File: src/rtl/cic_decimator.sv
// Multi-stage CIC decimator: integrators at input rate, decimating switch, combs at output rate.
// Optional round-half-up before truncation when CIC_ROUND_EN is defined (default: floor).
module cic_decimator #(
    parameter int WIDTH  = 16,
    parameter int RATE   = 8,
    parameter int STAGES = 3
) (
    input  logic             i_clock,
    input  logic             i_reset,
    input  logic [WIDTH-1:0] i_in_data,
    input  logic             i_in_valid,
    output logic [WIDTH-1:0] o_out_data,
    output logic             o_out_valid
);

    localparam int LOG2_RATE = $clog2(RATE);
    localparam int SHIFT     = STAGES * LOG2_RATE;
    localparam int ACC_W     = WIDTH + SHIFT;
    localparam logic [LOG2_RATE-1:0] CNT_MAX = LOG2_RATE'(RATE - 1);

`ifdef CIC_ROUND_EN
    localparam logic [ACC_W-1:0] ROUND_ADD = ACC_W'(1) << (SHIFT - 1);
`else
    localparam logic [ACC_W-1:0] ROUND_ADD = '0;
`endif

    logic [ACC_W-1:0]     r_int      [STAGES];
    logic [ACC_W-1:0]     w_int_next [STAGES];
    logic [ACC_W-1:0]     w_in_ext;
    logic [LOG2_RATE-1:0] r_count;
    logic                 w_dec_event;

    // r_pipe[0] is the decimation register; r_pipe[k] feeds comb stage k.
    logic [ACC_W-1:0]     r_pipe     [STAGES];
    logic [ACC_W-1:0]     r_dly      [STAGES];
    logic [ACC_W-1:0]     w_diff     [STAGES];
    logic [STAGES-1:0]    r_pv;
    logic [ACC_W-1:0]     w_final;
    logic [WIDTH-1:0]     r_out;
    logic                 r_out_valid;

    assign w_dec_event = i_in_valid && (r_count == CNT_MAX);

    // Every add/subtract wraps modulo 2^ACC_W; the CIC relies on this.
    always_comb begin
        w_in_ext      = {{SHIFT{i_in_data[WIDTH-1]}}, i_in_data};
        w_int_next[0] = r_int[0] + w_in_ext;
        for (int k = 1; k < STAGES; k++) begin
            w_int_next[k] = r_int[k] + r_int[k-1];
        end
        for (int k = 0; k < STAGES; k++) begin
            w_diff[k] = r_pipe[k] - r_dly[k];
        end
        w_final = w_diff[STAGES-1] + ROUND_ADD;
    end

    always_ff @(posedge i_clock) begin
        if (i_reset) begin
            for (int k = 0; k < STAGES; k++) begin
                r_int[k]  <= '0;
                r_pipe[k] <= '0;
                r_dly[k]  <= '0;
            end
            r_count     <= '0;
            r_pv        <= '0;
            r_out       <= '0;
            r_out_valid <= 1'b0;
        end else begin
            if (i_in_valid) begin
                for (int k = 0; k < STAGES; k++) begin
                    r_int[k] <= w_int_next[k];
                end
                r_count <= w_dec_event ? '0 : r_count + 1'b1;
            end

            r_pv[0] <= w_dec_event;
            if (w_dec_event) begin
                r_pipe[0] <= w_int_next[STAGES-1];
            end

            // Each comb stage owns its own valid bit, so back-to-back results can overlap.
            for (int k = 0; k < STAGES; k++) begin
                if (r_pv[k]) begin
                    r_dly[k] <= r_pipe[k];
                end
            end
            for (int k = 0; k < STAGES - 1; k++) begin
                r_pv[k+1] <= r_pv[k];
                if (r_pv[k]) begin
                    r_pipe[k+1] <= w_diff[k];
                end
            end

            r_out_valid <= r_pv[STAGES-1];
            if (r_pv[STAGES-1]) begin
                r_out <= w_final[ACC_W-1:SHIFT];
            end
        end
    end

    assign o_out_data  = r_out;
    assign o_out_valid = r_out_valid;

endmodule

File: config.mk
export PLATFORM = sky130hd
export DESIGN_NAME = cic_decimator
export DESIGN_NICKNAME = d
export VERILOG_FILES = /design/src/rtl/cic_decimator.sv
export SDC_FILE = /design/constraint.sdc
export NUM_CORES = 1
export LEC_CHECK = 0
export BUFFER_PORTS_ARGS = -buffer_cell sky130_fd_sc_hd__buf_2
export CAP_MARGIN = 30
export CORE_ASPECT_RATIO = 1.4
export CORE_MARGIN = 1.5
export CORE_UTILIZATION = 55
export CTS_BUF_LIST = sky130_fd_sc_hd__clkbuf_16
export DETAILED_ROUTE_END_ITERATION = 10
export PLACE_DENSITY = 0.75
export SYNTH_ARGS = -nofsm -noshare
export SYNTH_HDL_FRONTEND = slang
export SYNTH_SLANG_ARGS = --single-unit
export TNS_END_PERCENT = 30
File: constraint.sdc
create_clock -name i_clock -period 4.9 [get_ports i_clock]
set_input_delay 0.735 -clock i_clock [delete_from_list [all_inputs] [get_ports i_clock]]
set_output_delay 0.735 -clock i_clock [all_outputs]
set_load 0.005 [all_outputs]
# After elaboration in Yosys (flattened, before gate mapping)
# Memories as Yosys holds them, arrays and structs flattened.
# Cells that the tools add are included.
dict set report word_totals {
  regBits 23
  mem_bits_rw 225
  out_inout_bits 17
  elab_cells 52
  memories 3
}
dict set report op_classes {
  addsub 7
  eq_ne 1
  n_mux 27
  bitwise 9
  reduce_logical 1
}
# memory words word_bits rd rd_ports_with_merged_regs write_ports line_no
set mem_list {}
lappend mem_list {r_dly 3 25 3 0 3 35} ;# logic [ACC_W-1:0] r_dly [STAGES];
lappend mem_list {r_int 3 25 3 0 3 27} ;# logic [ACC_W-1:0] r_int [STAGES];
lappend mem_list {r_pipe 3 25 3 0 3 34} ;# logic [ACC_W-1:0] r_pipe [STAGES];
# op count
set op_table {}
lappend op_table {{25-bit 2-to-1 mux} 9}
lappend op_table {{25-bit adder} 3}
lappend op_table {{25-bit subtractor} 3}
lappend op_table {{1-bit 2-to-1 mux} 17}
lappend op_table {{1-bit OR} 9}
lappend op_table {{3-bit by 1-bit adder with 3-bit output (second input constant)} 1}
lappend op_table {{3-bit == test (second input constant)} 1}
lappend op_table {{3-bit 2-to-1 mux} 1}
lappend op_table {{1-bit logical AND} 1}

# Longest topological paths before layout
dict set report depth {
  ltp_word 6
  depth_mapped 11
}

# Least setup slack after synthesis
# OpenSTA, ideal clock, no wires.
dict set report synth_path {
  path_type {input to register}
  from {input i_in_data[0]}
  to {memory r_int[0][18] in the netlist's numbering (data pin)}
  t_arrival_ps 2802
  path_slack_ps 1832
  stages 10
  path_buffers 0
  cell_sequence {ha_1 -> fa_1 -> a21o_1 -> a21oi_1 -> o21ai_0 -> a221oi_2 -> o21ai_0 -> o21ai_0 -> xor2_1 -> nor2_1}
}
# item line_no
set synth_lines {}
lappend synth_lines {{from (decl)} 10} ;# input logic [WIDTH-1:0] i_in_data,
lappend synth_lines {{to (decl)} 27}

==> impl_metrics.env <==
export IMPL_run_status="finished clean"
export IMPL_nets=1793
export IMPL_synth_top_family_by_area="compound AO/OA/AOI/OAI gates"
export IMPL_hpwl_um=23200
export IMPL_worst_endpoint_required_ps=5180
export IMPL_min_path_cells=2
export IMPL_slew_viol_final=0
export IMPL_grt_max_degree=67
export IMPL_r2r_slack_ps=1550
export IMPL_grt_pass1_wl_um=52300
export IMPL_rows=73
export IMPL_power_leakage_nw=7.38
export IMPL_synth_seq_area_share_pct=45.1
export IMPL_clkSinkCount=248
export IMPL_yosys_warnings=0
export IMPL_drtAntennaViolNets=0
export IMPL_yosys_cell_types_count=68
export IMPL_synth_xor_area_share_pct=5.47
export IMPL_place_area_um2=16500
export IMPL_grt_use_total_pct=20.9
export IMPL_h_tree_depth=1
export IMPL_synth_simple_area_share_pct=16.3
export IMPL_vias=11600
export IMPL_worstSetupEndpointType="flop"
export IMPL_postSynthAreaPerCell_um2=9.96
export IMPL_power_mw=5.81
export IMPL_synthMuxAreaShare_pct=0.758
export IMPL_min_to="o_out_data[12]"
export IMPL_power_density_nw_per_um2=333
export IMPL_port_buffers=35
export IMPL_fin_setup_tns_ps=0
export IMPL_drcViolationCount=0
export IMPL_synth_common_cells="edfxtp_1 (225), nor2_1 (172), ha_1 (145)"
export IMPL_die_area_um2=30100
export IMPL_worstReg2RegStart="r_int[0][25]"
export IMPL_routed_via_density=5.75
export IMPL_cts_root_buf="clkbuf_16"
export IMPL_die_h_um=205
export IMPL_totalWireLength_um=31100
export IMPL_cp_arrival_ps=3630
export IMPL_initial_utilization_pct=56.2
export IMPL_drive_above_1_share_pct=5.96
export IMPL_worst_pin_slew_ps=955
export IMPL_ys_ff_latch=248
export IMPL_cts_buffers_inserted=26
export IMPL_synth_edf_count=225
export IMPL_period_share_pct=68.4
export IMPL_clk_latency_ps=540
export IMPL_place_congestion=0.859
export IMPL_dp_cells=1971
export IMPL_clockBufferDepth=3
export IMPL_synth_area_top_cells="edfxtp_1 (42%), ha_1 (11%), nor2_1 (4.0%)"
export IMPL_cts_resized=0
export IMPL_synth_area_um2=16000
export IMPL_clock_fmax_ghz=0.298
export IMPL_worstHoldStart="o_out_data[12]"
export IMPL_synth_largest_area_cell="edfxtp_1"
export IMPL_synthToLayoutAreaGrowth_pct=9.04
export IMPL_multi_input_area_um2=8200
export IMPL_io_pins=36
export IMPL_ir_worst_vdd_uv=246
export IMPL_path_class="flop to flop"
export IMPL_drtIter0Drc=393
export IMPL_synthAdderAreaFrac_pct=12.0
export IMPL_antenna_found_initial=0
export IMPL_grt_ovfl_total=0
export IMPL_clock_skew_ps=16.6
export IMPL_dr_pass1_iters=5
export IMPL_synth_most_common_cell="edfxtp_1"
export IMPL_syn_inst=1606
export IMPL_cap_violations=0
export IMPL_slew_headroom_pct=36.4
export IMPL_start_kind="flop"
export IMPL_postCtsHoldBufs=0
export IMPL_synth_nets=1775
export IMPL_crit_path_max_fanout=4
export IMPL_core_um2=28500
export IMPL_cts_setup_buffers=0
export IMPL_wire_per_inst_um=15.4
export IMPL_stdcell_count=2018
export IMPL_filler_cell_count=2384
export IMPL_clk_pin_slew_ps=60
export IMPL_rr_worst_depth=10
export IMPL_fp_dieW_um=147
export IMPL_grt_pass1_vias=11800
export IMPL_final_area_um2=17400
export IMPL_post_route_min_period_ps=3350
export IMPL_synth_top_area_share_pct=42.2
export IMPL_hp_class="flop to flop"
export IMPL_ys_flop_type="edfxtp_1"
export IMPL_async_flop_share_pct=0
export IMPL_hold_violations=0
export IMPL_cts_tree="built"
export IMPL_diodes=0
export IMPL_synth_compound_area_share_pct=16.7
export IMPL_rsz0062_at_grt="no"
export IMPL_worstReg2RegEnd="r_int[0][74]"
export IMPL_final_seq_area_um2=7220
export IMPL_setup_viol=0
routing by layer:
metal  wire length [µm]  vias to the layer above  GRT usage [%]
met3                681                       86           1.98
met1              11900                     5471           21.3
met5                  0                        -              0
met4               1170                        0           8.50
li1                   -                     5867              -
met2              17300                      171           42.7
worst max-delay path: stages (launching register included):
cell      delay [ps]
edfxtp_1         410
ha_1             250
fa_1             400
a21o_1           190
a21oi_1          220
nor2b_1           90
o21ai_0          530
a21oi_1          310
a21oi_1          330
a32oi_1          210
mux2i_1          160
cell families (layout without fill, tap and decap cells):
logic type                 Yosys count  count (layout)
and+or+nand+nor                    530             530
AOI/OAI and AO/OA                  409             409
DFF                                248             248
buffers and inverters              157             194
adders and majority gates          150             150
xor gates and xnor gates           100             100
muxes                               12              12
cell type report:
class,count,share of cell area (%)
Clock buffer,28,4.02
Clock inverter,19,1.25
Inverter,105,2.26
Multi-Input combinational cell,1201,47.0
Sequential cell,248,41.4
Tap cell,375,2.69
Timing Repair Buffer,42,1.42
sequential cells by signal, indices dropped and copies added (netlist names):
| register | count |
|---|---|
| r_pipe | 75 |
| o_out_valid | 1 |
| r_int | 75 |
| o_out_data | 16 |
| r_count | 3 |
| r_pv | 3 |
| r_dly | 75 |
how the worst max path moves through the flow:
stage,endpoint,slack (ps),from,cells past startpoint
2_1_floorplan,r_int[0][18],1830,i_in_data[0],10
3_3_place_gp,r_int[0][18],1330,i_in_data[0],11
3_5_place_dp,r_int[0][18],1240,i_in_data[0],11
4_1_cts,r_int[0][74],1550,r_int[0][25],10
5_1_grt,r_int[0][74],1390,r_int[0][25],10
6_report,r_int[0][74],1550,r_int[0][25],10
metrics by stage:
step / hold slack [ps] / utilization [%] / worst slack (ps)
3_5_place_dp: 442 / 58.0 / 1240
5_1_grt: 476 / 61.2 / 1390
3_3_place_gp: 430 / 57.9 / 1330
4_1_cts: 455 / 61.2 / 1550
2_1_floorplan: 449 / - / 1830
6_report: 449 / 61.2 / 1550
where the power goes:
group / leakage (nW) / total, mW / internal, mW / switching (mW)
sequential: 2.56 / 2.52 / 2.44 / 0.0719
combinational: 4.37 / 1.20 / 0.490 / 0.710
clock: 0.444 / 2.09 / 1.29 / 0.805
layout by cell type (no fill, tap or decap), types with 8 or more instances in the layout:
master and n:
a211oi_1 12, a21boi_0 9, a21o_1 59, a21oi_1 122, a31oi_1 16, and2_1 89
and3_1 10, buf_2 35, clkbuf_16 28, dfxtp_1 23, edfxtp_1 225, ha_1 145
inv_1 106, mux2i_1 11, nand2_1 93, nand2b_1 16, nand3_1 30, nand4_1 23
nor2_1 172, nor2b_1 17, nor3_1 42, nor3b_1 8, o211ai_1 12, o21a_1 23
o21ai_0 69, o21bai_1 27, o31ai_1 9, xnor2_1 53, xor2_1 47
No activity file was read; power rests on OpenSTA's default activity.
